File: src/rtl/vga_ball_render_if.sv
// Video-stream bundle between the vga640x480 timing generator, the ball renderer and the DAC.
// The renderer uses the slave modport; the timing source and the display side use master.
interface vga_ball_render_if;
    logic [9:0] col_i;
    logic [9:0] row_i;
    logic       blank_n_i;
    logic       sync_h_i;
    logic       sync_v_i;
    logic       btn_left;
    logic       btn_right;
    logic [7:0] VGA_R;
    logic [7:0] VGA_G;
    logic [7:0] VGA_B;
    logic       sync_h_o;
    logic       sync_v_o;
    logic       blank_n_o;
    logic       frame_tick;
    logic [7:0] miss_cnt;

    modport master (
        output col_i, row_i, blank_n_i, sync_h_i, sync_v_i, btn_left, btn_right,
        input  VGA_R, VGA_G, VGA_B, sync_h_o, sync_v_o, blank_n_o, frame_tick, miss_cnt
    );

    modport slave (
        input  col_i, row_i, blank_n_i, sync_h_i, sync_v_i, btn_left, btn_right,
        output VGA_R, VGA_G, VGA_B, sync_h_o, sync_v_o, blank_n_o, frame_tick, miss_cnt
    );
endinterface

File: src/rtl/vga_ball_render.sv
// Bouncing-ball game pixel stage: ball, paddle and a serve/play/miss FSM updated once per frame.
// Optional build macro VGA_BORDER_EN adds a grey 4-pixel frame around the visible area.
module vga_ball_render #(
    parameter int H_ACTIVE     = 640,
    parameter int V_ACTIVE     = 480,
    parameter int BALL_SIZE    = 8,
    parameter int BALL_SPEED   = 2,
    parameter int PADDLE_W     = 64,
    parameter int PADDLE_H     = 8,
    parameter int PADDLE_Y     = 456,
    parameter int PADDLE_SPEED = 4,
    parameter int SERVE_FRAMES = 60,
    parameter int MISS_FRAMES  = 30
) (
    input  logic               clk,
    input  logic               reset,
    vga_ball_render_if.slave   vif
);
    typedef enum logic [1:0] {SERVE = 2'd0, PLAY = 2'd1, MISS = 2'd2} state_t;

    localparam logic [10:0] BS      = 11'(BALL_SIZE);
    localparam logic [10:0] BV      = 11'(BALL_SPEED);
    localparam logic [10:0] PW      = 11'(PADDLE_W);
    localparam logic [10:0] PH      = 11'(PADDLE_H);
    localparam logic [10:0] PY      = 11'(PADDLE_Y);
    localparam logic [10:0] PV      = 11'(PADDLE_SPEED);
    localparam logic [10:0] X_MAX   = 11'(H_ACTIVE - BALL_SIZE);
    localparam logic [10:0] Y_MAX   = 11'(PADDLE_Y - BALL_SIZE);
    localparam logic [10:0] PAD_MAX = 11'(H_ACTIVE - PADDLE_W);
    localparam logic [9:0]  BALL_X0 = 10'(H_ACTIVE / 2 - BALL_SIZE / 2);
    localparam logic [9:0]  BALL_Y0 = 10'(V_ACTIVE / 2 - BALL_SIZE / 2);
    localparam logic [9:0]  PAD_X0  = 10'((H_ACTIVE - PADDLE_W) / 2);
    localparam logic [7:0]  SERVE_LAST = 8'(SERVE_FRAMES - 1);
    localparam logic [7:0]  MISS_LAST  = 8'(MISS_FRAMES - 1);

    state_t      state_r;
    logic [7:0]  cnt_r;
    logic [9:0]  ball_x_r;
    logic [9:0]  ball_y_r;
    logic        dir_x_r;
    logic        dir_y_r;
    logic [9:0]  pad_x_r;
    logic [7:0]  miss_cnt_r;
    logic        tick_prev_r;
    logic        frame_tick_r;
    logic [23:0] rgb_r;
    logic        sync_h_r;
    logic        sync_v_r;
    logic        blank_n_r;

    logic [10:0] col_s, row_s, bx_s, by_s, px_s;
    logic [10:0] pad_nx_s, bx_nx_s, by_nx_s;
    logic        dx_nx_s, dy_nx_s;
    logic        tick_cond_s, tick_s, in_ball_s, in_pad_s, y_hit_s, overlap_s;
    logic [23:0] rgb_s;

    // All geometry is compared at 11 bits so edge arithmetic never wraps.
    assign col_s = {1'b0, vif.col_i};
    assign row_s = {1'b0, vif.row_i};
    assign bx_s  = {1'b0, ball_x_r};
    assign by_s  = {1'b0, ball_y_r};
    assign px_s  = {1'b0, pad_x_r};

    assign tick_cond_s = (vif.col_i == 10'd0) && (vif.row_i == 10'(V_ACTIVE));
    assign tick_s      = tick_cond_s && !tick_prev_r;
    assign in_ball_s   = (col_s >= bx_s) && (col_s < bx_s + BS) && (row_s >= by_s) && (row_s < by_s + BS);
    assign in_pad_s    = (col_s >= px_s) && (col_s < px_s + PW) && (row_s >= PY) && (row_s < PY + PH);
    assign y_hit_s     = dir_y_r && (by_s + BV >= Y_MAX);
    assign overlap_s   = (bx_s + BS > px_s) && (bx_s < px_s + PW);

`ifdef VGA_BORDER_EN
    logic in_border_s;
    assign in_border_s = (col_s < 11'd4) || (col_s >= 11'(H_ACTIVE - 4)) ||
                         (row_s < 11'd4) || (row_s >= 11'(V_ACTIVE - 4));
`endif

    // Pixel colour selection by priority.
    always_comb begin
        rgb_s = 24'h000000;
        if (!vif.blank_n_i) begin
            rgb_s = 24'h000000;
        end else if (in_ball_s && (state_r != MISS)) begin
            rgb_s = 24'hFFFFFF;
        end else if (in_pad_s) begin
            rgb_s = 24'h00FF00;
`ifdef VGA_BORDER_EN
        end else if (in_border_s) begin
            rgb_s = 24'h808080;
`endif
        end else if (state_r == MISS) begin
            rgb_s = 24'hFF0000;
        end else begin
            rgb_s = 24'h0000FF;
        end
    end

    // Next paddle position from the button levels, clamped to the screen.
    always_comb begin
        pad_nx_s = px_s;
        if (vif.btn_left && !vif.btn_right) begin
            pad_nx_s = (px_s >= PV) ? (px_s - PV) : 11'd0;
        end else if (vif.btn_right && !vif.btn_left) begin
            pad_nx_s = (px_s + PV >= PAD_MAX) ? PAD_MAX : (px_s + PV);
        end else begin
            pad_nx_s = px_s;
        end
    end

    // Next ball position and direction for a PLAY tick; the miss case is resolved in the FSM.
    always_comb begin
        bx_nx_s = bx_s;
        dx_nx_s = dir_x_r;
        by_nx_s = by_s;
        dy_nx_s = dir_y_r;
        if (dir_x_r && (bx_s + BV >= X_MAX)) begin
            bx_nx_s = X_MAX;
            dx_nx_s = 1'b0;
        end else if (!dir_x_r && (bx_s <= BV)) begin
            bx_nx_s = 11'd0;
            dx_nx_s = 1'b1;
        end else if (dir_x_r) begin
            bx_nx_s = bx_s + BV;
        end else begin
            bx_nx_s = bx_s - BV;
        end
        if (!dir_y_r && (by_s <= BV)) begin
            by_nx_s = 11'd0;
            dy_nx_s = 1'b1;
        end else if (y_hit_s) begin
            by_nx_s = Y_MAX;
            dy_nx_s = 1'b0;
        end else if (dir_y_r) begin
            by_nx_s = by_s + BV;
        end else begin
            by_nx_s = by_s - BV;
        end
    end

    // Output pipeline: colour and the delayed sync/blank strobes.
    always_ff @(posedge clk) begin
        if (reset) begin
            rgb_r     <= 24'h000000;
            sync_h_r  <= 1'b1;
            sync_v_r  <= 1'b1;
            blank_n_r <= 1'b0;
        end else begin
            rgb_r     <= rgb_s;
            sync_h_r  <= vif.sync_h_i;
            sync_v_r  <= vif.sync_v_i;
            blank_n_r <= vif.blank_n_i;
        end
    end

    // Game FSM and per-frame position updates, all taken from pre-tick values.
    always_ff @(posedge clk) begin
        if (reset) begin
            state_r      <= SERVE;
            cnt_r        <= 8'd0;
            ball_x_r     <= BALL_X0;
            ball_y_r     <= BALL_Y0;
            dir_x_r      <= 1'b1;
            dir_y_r      <= 1'b1;
            pad_x_r      <= PAD_X0;
            miss_cnt_r   <= 8'd0;
            tick_prev_r  <= 1'b0;
            frame_tick_r <= 1'b0;
        end else begin
            tick_prev_r  <= tick_cond_s;
            frame_tick_r <= tick_s;
            if (tick_s) begin
                pad_x_r <= pad_nx_s[9:0];
                case (state_r)
                    SERVE: begin
                        if (cnt_r == SERVE_LAST) begin
                            state_r <= PLAY;
                            cnt_r   <= 8'd0;
                        end else begin
                            cnt_r <= cnt_r + 8'd1;
                        end
                    end
                    PLAY: begin
                        ball_x_r <= bx_nx_s[9:0];
                        dir_x_r  <= dx_nx_s;
                        if (y_hit_s && !overlap_s) begin
                            state_r <= MISS;
                            if (miss_cnt_r != 8'hFF) begin
                                miss_cnt_r <= miss_cnt_r + 8'd1;
                            end
                        end else begin
                            ball_y_r <= by_nx_s[9:0];
                            dir_y_r  <= dy_nx_s;
                        end
                    end
                    MISS: begin
                        if (cnt_r == MISS_LAST) begin
                            state_r  <= SERVE;
                            cnt_r    <= 8'd0;
                            ball_x_r <= BALL_X0;
                            ball_y_r <= BALL_Y0;
                            dir_y_r  <= 1'b1;
                            dir_x_r  <= !dir_x_r;
                        end else begin
                            cnt_r <= cnt_r + 8'd1;
                        end
                    end
                    default: begin
                        state_r <= SERVE;
                        cnt_r   <= 8'd0;
                    end
                endcase
            end
        end
    end

    assign vif.VGA_R      = rgb_r[23:16];
    assign vif.VGA_G      = rgb_r[15:8];
    assign vif.VGA_B      = rgb_r[7:0];
    assign vif.sync_h_o   = sync_h_r;
    assign vif.sync_v_o   = sync_v_r;
    assign vif.blank_n_o  = blank_n_r;
    assign vif.frame_tick = frame_tick_r;
    assign vif.miss_cnt   = miss_cnt_r;
endmodule

File: src/flat_wrapper.sv
// flat-port wrapper written by rule: the top's interface ports become plain ports
module vga_ball_render_flat 
#(
    parameter int H_ACTIVE     = 640,
    parameter int V_ACTIVE     = 480,
    parameter int BALL_SIZE    = 8,
    parameter int BALL_SPEED   = 2,
    parameter int PADDLE_W     = 64,
    parameter int PADDLE_H     = 8,
    parameter int PADDLE_Y     = 456,
    parameter int PADDLE_SPEED = 4,
    parameter int SERVE_FRAMES = 60,
    parameter int MISS_FRAMES  = 30
)
  (clk, reset, vif_col_i, vif_row_i, vif_blank_n_i, vif_sync_h_i, vif_sync_v_i, vif_btn_left, vif_btn_right, vif_VGA_R, vif_VGA_G, vif_VGA_B, vif_sync_h_o, vif_sync_v_o, vif_blank_n_o, vif_frame_tick, vif_miss_cnt);
  vga_ball_render_if vif_i ();
  input  logic clk;
  input  logic reset;
  input wire logic [$bits(vif_i.col_i)-1:0] vif_col_i;
  input wire logic [$bits(vif_i.row_i)-1:0] vif_row_i;
  input wire logic [$bits(vif_i.blank_n_i)-1:0] vif_blank_n_i;
  input wire logic [$bits(vif_i.sync_h_i)-1:0] vif_sync_h_i;
  input wire logic [$bits(vif_i.sync_v_i)-1:0] vif_sync_v_i;
  input wire logic [$bits(vif_i.btn_left)-1:0] vif_btn_left;
  input wire logic [$bits(vif_i.btn_right)-1:0] vif_btn_right;
  output wire logic [$bits(vif_i.VGA_R)-1:0] vif_VGA_R;
  output wire logic [$bits(vif_i.VGA_G)-1:0] vif_VGA_G;
  output wire logic [$bits(vif_i.VGA_B)-1:0] vif_VGA_B;
  output wire logic [$bits(vif_i.sync_h_o)-1:0] vif_sync_h_o;
  output wire logic [$bits(vif_i.sync_v_o)-1:0] vif_sync_v_o;
  output wire logic [$bits(vif_i.blank_n_o)-1:0] vif_blank_n_o;
  output wire logic [$bits(vif_i.frame_tick)-1:0] vif_frame_tick;
  output wire logic [$bits(vif_i.miss_cnt)-1:0] vif_miss_cnt;
  assign vif_i.col_i = vif_col_i;
  assign vif_i.row_i = vif_row_i;
  assign vif_i.blank_n_i = vif_blank_n_i;
  assign vif_i.sync_h_i = vif_sync_h_i;
  assign vif_i.sync_v_i = vif_sync_v_i;
  assign vif_i.btn_left = vif_btn_left;
  assign vif_i.btn_right = vif_btn_right;
  assign vif_VGA_R = vif_i.VGA_R;
  assign vif_VGA_G = vif_i.VGA_G;
  assign vif_VGA_B = vif_i.VGA_B;
  assign vif_sync_h_o = vif_i.sync_h_o;
  assign vif_sync_v_o = vif_i.sync_v_o;
  assign vif_blank_n_o = vif_i.blank_n_o;
  assign vif_frame_tick = vif_i.frame_tick;
  assign vif_miss_cnt = vif_i.miss_cnt;
  vga_ball_render #(.H_ACTIVE(H_ACTIVE), .V_ACTIVE(V_ACTIVE), .BALL_SIZE(BALL_SIZE), .BALL_SPEED(BALL_SPEED), .PADDLE_W(PADDLE_W), .PADDLE_H(PADDLE_H), .PADDLE_Y(PADDLE_Y), .PADDLE_SPEED(PADDLE_SPEED), .SERVE_FRAMES(SERVE_FRAMES), .MISS_FRAMES(MISS_FRAMES)) u_core (.clk(clk), .reset(reset), .vif(vif_i));
endmodule
File: config.mk
export PLATFORM = sky130hd
export DESIGN_NAME = vga_ball_render_flat
export DESIGN_NICKNAME = d
export VERILOG_FILES = /design/src/rtl/vga_ball_render_if.sv /design/src/rtl/vga_ball_render.sv /design/src/flat_wrapper.sv
export SDC_FILE = /design/constraint.sdc
export NUM_CORES = 1
export LEC_CHECK = 0
export BUFFER_PORTS_ARGS = -buffer_cell sky130_fd_sc_hd__buf_2
export CORE_MARGIN = 2
export CORE_UTILIZATION = 45
export CTS_CLUSTER_DIAMETER = 80
export CTS_CLUSTER_SIZE = 28
export DETAILED_ROUTE_END_ITERATION = 10
export GPL_TIMING_DRIVEN = 0
export PLACE_DENSITY_LB_ADDON = 0.1
export SLEW_MARGIN = 25
export SYNTH_ARGS = -nofsm -noshare
export SYNTH_HDL_FRONTEND = slang
export SYNTH_SLANG_ARGS = --single-unit
File: constraint.sdc
create_clock -name clk -period 3.9 [get_ports clk]
set_input_delay 0.39 -clock clk [delete_from_list [all_inputs] [get_ports clk]]
set_output_delay 0.39 -clock clk [all_outputs]
set_load 0.01 [all_outputs]
### Yosys cells after proc, flatten, opt, wreduce, memory -nomap -nowiden

Cells that the tools add are included.

| storage, ports and cells | value |
|---|---|
| output and inout bits | 36 |
| register bits | 79 |

| cells by class | value |
|---|---|
| bitwise operators | 2 |
| multiplexer cells | 34 |
| $add $sub $neg | 11 |
| eq/ne operators | 13 |
| order comparisons | 16 |
| reduce and logical (&&, ||, !) cells | 36 |

Operator list:

| cell | number |
|---|---|
| 2-to-1 mux 10 bit | 13 |
| 2-to-1 mux 24 bit | 3 |
| < comparator 10 x 11 -> 1 bit | 4 |
| case mux 10 bit (2 select lines) | 2 |
| >= comparator 10 bit | 3 |
| case mux 8 bit (3 select lines) | 1 |
| adder 10 x 2 -> 11 bit (second input constant) | 2 |
| adder 10 x 4 -> 11 bit (second input constant) | 2 |
| >= comparator 11 x 10 -> 1 bit (second input constant) | 2 |
| <= comparator 10 x 2 -> 1 bit (second input constant) | 2 |
| subtractor 10 x 2 -> 10 bit (second input constant) | 2 |
| logical AND 1 bit | 17 |
| adder 8 x 1 -> 8 bit (second input constant) | 2 |
| 2-to-1 mux 8 bit | 2 |
| AND reduction 4 bit | 4 |
| adder 10 x 3 -> 11 bit (second input constant) | 1 |
| adder 10 x 7 -> 11 bit (second input constant) | 1 |
| >= comparator 11 x 9 -> 1 bit (second input constant) | 1 |
| > comparator 11 x 10 -> 1 bit | 1 |
| == test 10 x 9 -> 1 bit (second input constant) | 1 |
| >= comparator 10 x 3 -> 1 bit (second input constant) | 1 |
| >= comparator 10 x 9 -> 1 bit (second input constant) | 1 |
| logical NOT 10 bit | 1 |
| < comparator 10 x 9 -> 1 bit (second input constant) | 1 |
| 21 further kinds | 42 |

### Logic depth before layout (Yosys ltp)

| logic depth | value |
|---|---|
| word-level depth | 7 |
| mapped depth | 14 |

### Worst setup path after synthesis

OpenSTA, ideal clock, no wires.

| timing path | value |
|---|---|
| kind | reg2reg |
| start | reg u_core.ball_x_r[3] |
| end | reg u_core.miss_cnt_r[6], in the netlist u_core.vif.miss_cnt[6] |
| arrival | 2.955 ns |
| setup slack | 0.874 ns |
| buffers on the path | 2 |
| data required time | 3.830 ns |
| period minus slack after synthesis | 3.026 ns |
| cell stages (with the launch flop) | 14 |
| cell sequence | dfxtp_1 buf_2 and4_1 nand2_1 xnor2_1 ha_1 a21o_1 a21oi_1 o211ai_1 a21boi_0 o211ai_1 clkbuf_1 or4_1 a21oi_1 |

| on the way | value |
|---|---|
| word-level cells in the longest chain between the ends | 6 |
| elaborated cells on any way between the ends | 7 |
| classes of those cells | add/sub: 1; order compare: 2; reduce/logical: 4 |

Ends and longest elaborated chain:

| element | line | source |
|---|---|---|
| start, declared | vga_ball_render.sv:38 | `logic [9:0] ball_x_r;` |
| start signal, assigned | vga_ball_render.sv:182 | `ball_x_r <= bx_nx_s[9:0];` |
| adder 10 x 4 -> 11 bit | vga_ball_render.sv:69 | `assign overlap_s = (bx_s + BS > px_s) && (bx_s < px_s + PW);` |
| > comparator 11 x 10 -> 1 bit | vga_ball_render.sv:69 |  |
| logical AND 1 bit * | vga_ball_render.sv:69 |  |
| logical NOT 1 bit * | vga_ball_render.sv:184 | `if (y_hit_s && !overlap_s) begin` |
| logical AND 1 bit * | vga_ball_render.sv:184 |  |
| AND reduction 4 bit (no line) * | -- |  |
| end signal, assigned | vga_ball_render.sv:187 | `miss_cnt_r <= miss_cnt_r + 8'd1;` |
| end, declared | vga_ball_render.sv:43 | `logic [7:0] miss_cnt_r;` |

Mark *: on every way between the ends. The rest lies on a longest branch, timed or not.
A chain may end at the register's enable or synchronous reset.

### Worst setup path in the final report

| timing path | value |
|---|---|
| start | reg u_core.ball_x_r[3] |
| end | reg u_core.miss_cnt_r[5], in the netlist u_core.vif.miss_cnt[5] |

The elaborated chain is that of the path after synthesis.

==> metrics.txt <==
status=complete, no violations; count of flip-flops with a built-in enable after synthesis=0; number of DRC markers in iteration 0=455; TritonCTS buffer count=5; Vias=5534; actual slew at the worst max-slew pin=0.874 ns; startpoint type of the worst setup path=flip-flop; number of placed cells counting well taps=916; Final setup violation count=0; Largest stage delay, worst path=0.44 ns; H-tree depth reported by CTS=2; most used cells in the layout excluding fill and tap cells=sky130_fd_sc_hd__ha_1 (81), sky130_fd_sc_hd__buf_2 (65), sky130_fd_sc_hd__dfxtp_1 (54), sky130_fd_sc_hd__inv_1 (52), sky130_fd_sc_hd__nand2_1 (52); start point of the critical path=u_core.ball_x_r[3]; cts-stage hold buffer count=0; Routed WL per cell=17.1 microns; Worst-Skew Late Latency=0.31 ns; gate count after technology mapping=707; number of nets in the finished design=884; Final Instance Area=6120 sq um; path type of the worst min-delay path=input pin to flip-flop; Clock Path Buffers=2; top area cells in the synthesized netlist=sky130_fd_sc_hd__dfxtp_1 (20%), sky130_fd_sc_hd__ha_1 (19%), sky130_fd_sc_hd__nand3_1 (3.9%), sky130_fd_sc_hd__a21oi_1 (3.8%), sky130_fd_sc_hd__inv_1 (3.6%); area share of xor/xnor cells in the synthesized design=0.0419; Die ar.=13000 sq um; Antenna Violating Nets Remaining=0; Final GP Congestion=0.933; area fraction of the dominant cell type after synthesis=0.199; share of flip-flops with an asynchronous set or reset=0; detailed-routing iteration count for the pre-antenna-repair pass=6; required time worst endpoint=4.06 ns; Setup Skew=0.0131 ns; clock tree root driver cell=sky130_fd_sc_hd__clkbuf_16; number of global-route vias before repair=5112; most frequently used flop master after synthesis=sky130_fd_sc_hd__dfxtp_1; final setup TNS=0 ns; TritonCTS clock tree=yes; final hold slack=0.265 ns; mux share of post-synthesis cell area=0.0111; count of max-cap constraint violations=0; biggest area consumer among synthesized cells=sky130_fd_sc_hd__dfxtp_1; largest family of logic cells by synthesized area=simple AND/OR/NAND/NOR gates; mean post-synth cell area=7.69 sq um; area occupied by multi-input gates=3890 sq um; family of cells with the greatest summed delay on the critical path=compound AO/OA/AOI/OAI gates; critical path type=flip-flop to flip-flop; wire length of the first global-routing pass=25400 microns; relative slew slack=0.410; IO Pins=63; crit path max-delay cell type=sky130_fd_sc_hd__dfxtp_1; GR Util All Layers=0.244; Yosys warning count=0; Critical Path End Type=flip-flop; pin count of the biggest net entering global routing=19; CP arrival=3.80 ns; Leakage Power=2.71 nW; diodes inserted=0; port buffer count=62; cell area reported after detailed placement=5930 sq um; grt ovf=0; layout cells sized above 1=0.149; total nets after synthesis=815; Pins Over Slew Limit=0; launch point of the worst reg-to-reg path=u_core.ball_x_r[3]; most frequent standard cell in the layout excluding fill and tap cells=sky130_fd_sc_hd__ha_1; FF+latch count, synth=54; post-synthesis compound-gate area fraction=0.236; number of hold-slack violations in the final timing report=0; Rows=40; DRT Wirelength=15800 microns; die width=114 microns; clock transition at the registers of the reported paths=0.08 ns; clock period minus final worst setup slack=3.64 ns; Die Span Y=114 microns; DRC violation count after routing=0; Crit path buffers/inverters=3; proportion of synthesized chip area in sequential cells=0.199; area growth from synthesis to layout=12.6%; total of fill cells in the finished design=1188; Peak VDD IR=0.000144 V; maximum achievable frequency=0.275 GHz; simple-gate portion of the synthesized area=0.239; Register Area=1080 sq um; estimated wirelength of the detail-placed design=12300 microns; Vias per Instance=5.99; core footprint=11900 sq um; count of placed standard cells in the final layout, fillers left out=924; adder-cell share of the synthesized area=0.187; initial antenna violation count=0; count of distinct cell types in the synthesized netlist=69; initial core utilization=0.456; Clock Sink Count=54; cell chain of the critical path=buf_2 > and4_1 > nand2_1 > xnor2_2 > ha_1 > a21o_1 > a21oi_1 > o211ai_1 > a21boi_2 > o211ai_1 > clkbuf_2 > clkbuf_2 > o31ai_1 > a21oi_1; Power Dens Cells=208 nW/um^2; Final period util=0.934; highest fanout seen on the critical path=10; post-synthesis instance area=5430 sq um; critical hold path startpoint=vif_sync_h_i
[state kept, by name, summed over array words and instances, names as in the netlist]
name                   count
u_core.vif.blank_n_o       1
u_core.vif.sync_v_o        1
u_core.rgb_r               3
u_core.pad_x_r             8
u_core.tick_prev_r         1
u_core.ball_x_r            9
u_core.vif.miss_cnt        8
u_core.vif.frame_tick      1
u_core.dir_x_r             1
u_core.vif.sync_h_o        1
u_core.cnt_r               8
u_core.ball_y_r            9
u_core.state_r             2
u_core.dir_y_r             1
[worst reg2reg max path, cell delays in order, from the launching register on]
cell	delay [ns]
sky130_fd_sc_hd__dfxtp_1	0.44
sky130_fd_sc_hd__buf_2	0.25
sky130_fd_sc_hd__and4_1	0.25
sky130_fd_sc_hd__nand2_1	0.13
sky130_fd_sc_hd__xnor2_2	0.20
sky130_fd_sc_hd__ha_1	0.33
sky130_fd_sc_hd__a21o_1	0.16
sky130_fd_sc_hd__a21oi_1	0.20
sky130_fd_sc_hd__o211ai_1	0.15
sky130_fd_sc_hd__a21boi_2	0.26
sky130_fd_sc_hd__o211ai_1	0.19
sky130_fd_sc_hd__clkbuf_2	0.26
sky130_fd_sc_hd__clkbuf_2	0.26
sky130_fd_sc_hd__o31ai_1	0.31
sky130_fd_sc_hd__a21oi_1	0.10
[layer usage]
metal  vias to the layer above  routed length [microns]  global-route usage
li1                       2734                        -                   -
met1                      2534                     6940               0.312
met2                       224                     7170               0.410
met3                        42                     1150              0.0399
met4                         0                      533               0.102
met5                         -                        0                   0
[what timing repair did]
item                                    CTS  global route
endpoints found under the setup margin    8            10
resized for setup                         2             8
hold endpoints to repair                  0             0
setup buffers                             0             0
[synth_stat cells (4+ instances only)]
library cell / instances
sky130_fd_sc_hd__nand2_1: 52
sky130_fd_sc_hd__clkbuf_1: 28
sky130_fd_sc_hd__buf_4: 21
sky130_fd_sc_hd__a21o_1: 10
sky130_fd_sc_hd__or4_1: 8
sky130_fd_sc_hd__a21oi_1: 41
sky130_fd_sc_hd__nor2_1: 48
sky130_fd_sc_hd__a31oi_1: 9
sky130_fd_sc_hd__dfxtp_1: 54
sky130_fd_sc_hd__a211oi_1: 4
sky130_fd_sc_hd__nand4_1: 12
sky130_fd_sc_hd__and4_1: 4
sky130_fd_sc_hd__mux2i_1: 6
sky130_fd_sc_hd__a311oi_1: 5
sky130_fd_sc_hd__xor2_1: 8
sky130_fd_sc_hd__a2111oi_0: 4
sky130_fd_sc_hd__xnor2_1: 18
sky130_fd_sc_hd__o22ai_1: 4
sky130_fd_sc_hd__nand3_1: 42
sky130_fd_sc_hd__and2_1: 5
sky130_fd_sc_hd__inv_1: 52
sky130_fd_sc_hd__o211ai_1: 10
sky130_fd_sc_hd__or3_1: 7
sky130_fd_sc_hd__o31ai_1: 11
sky130_fd_sc_hd__ha_1: 81
sky130_fd_sc_hd__nor3_1: 17
sky130_fd_sc_hd__o21ai_0: 36
sky130_fd_sc_hd__nor4_1: 12
sky130_fd_sc_hd__a22oi_1: 6
sky130_fd_sc_hd__o21a_1: 7
sky130_fd_sc_hd__and3_1: 12
sky130_fd_sc_hd__nand2b_1: 9
[report_power, final]
| part | switching, mW | leakage [nW] | internal [mW] | total [mW] |
|---|---|---|---|---|
| clock | 0.232 | 0.0819 | 0.308 | 0.540 |
| combinational | 0.0965 | 2.20 | 0.0749 | 0.171 |
| sequential | 0.00540 | 0.437 | 0.555 | 0.561 |
| total | 0.334 | 2.71 | 0.938 | 1.27 |
[cells by family after synthesis]
family                     count (synthesis)
buffers and inverters                    104
muxes                                      6
and+or+nand+nor                          247
xor gates and xnor gates                  26
AOI/OAI and AO/OA                        189
adders and majority gates                 81
DFF                                       54
[cell type report]
class / count / share of cell area
multi-input cells: 549 / 0.636
inverters: 52 / 0.0319
flip-flops and latches: 54 / 0.177
repair buffers: 62 / 0.0507
well taps: 147 / 0.0301
plain buffers: 52 / 0.0462
clock buffers: 5 / 0.0204
clock inverters: 3 / 0.00798
[path summary, 6_finish.rpt]
path              cells after the start  slack, ns                     end
setup / recovery                     14       0.26  u_core.vif.miss_cnt[5]
hold / removal                        2       0.26     u_core.vif.sync_h_o
setup reg to reg                     14       0.26  u_core.vif.miss_cnt[5]
hold reg to reg                       2       0.50  u_core.vif.miss_cnt[7]
[metrics by stage]
stage                util  setup slack (ns)  power (mW)
floorplan               -             0.874       0.678
detailed placement  0.498           -0.0823       0.744
global route        0.514           -0.0238        1.33
finish              0.514             0.258        1.27
CTS                 0.512            0.0682        1.29
global placement    0.498           -0.0924       0.741
(Power assumes the default switching activity.)
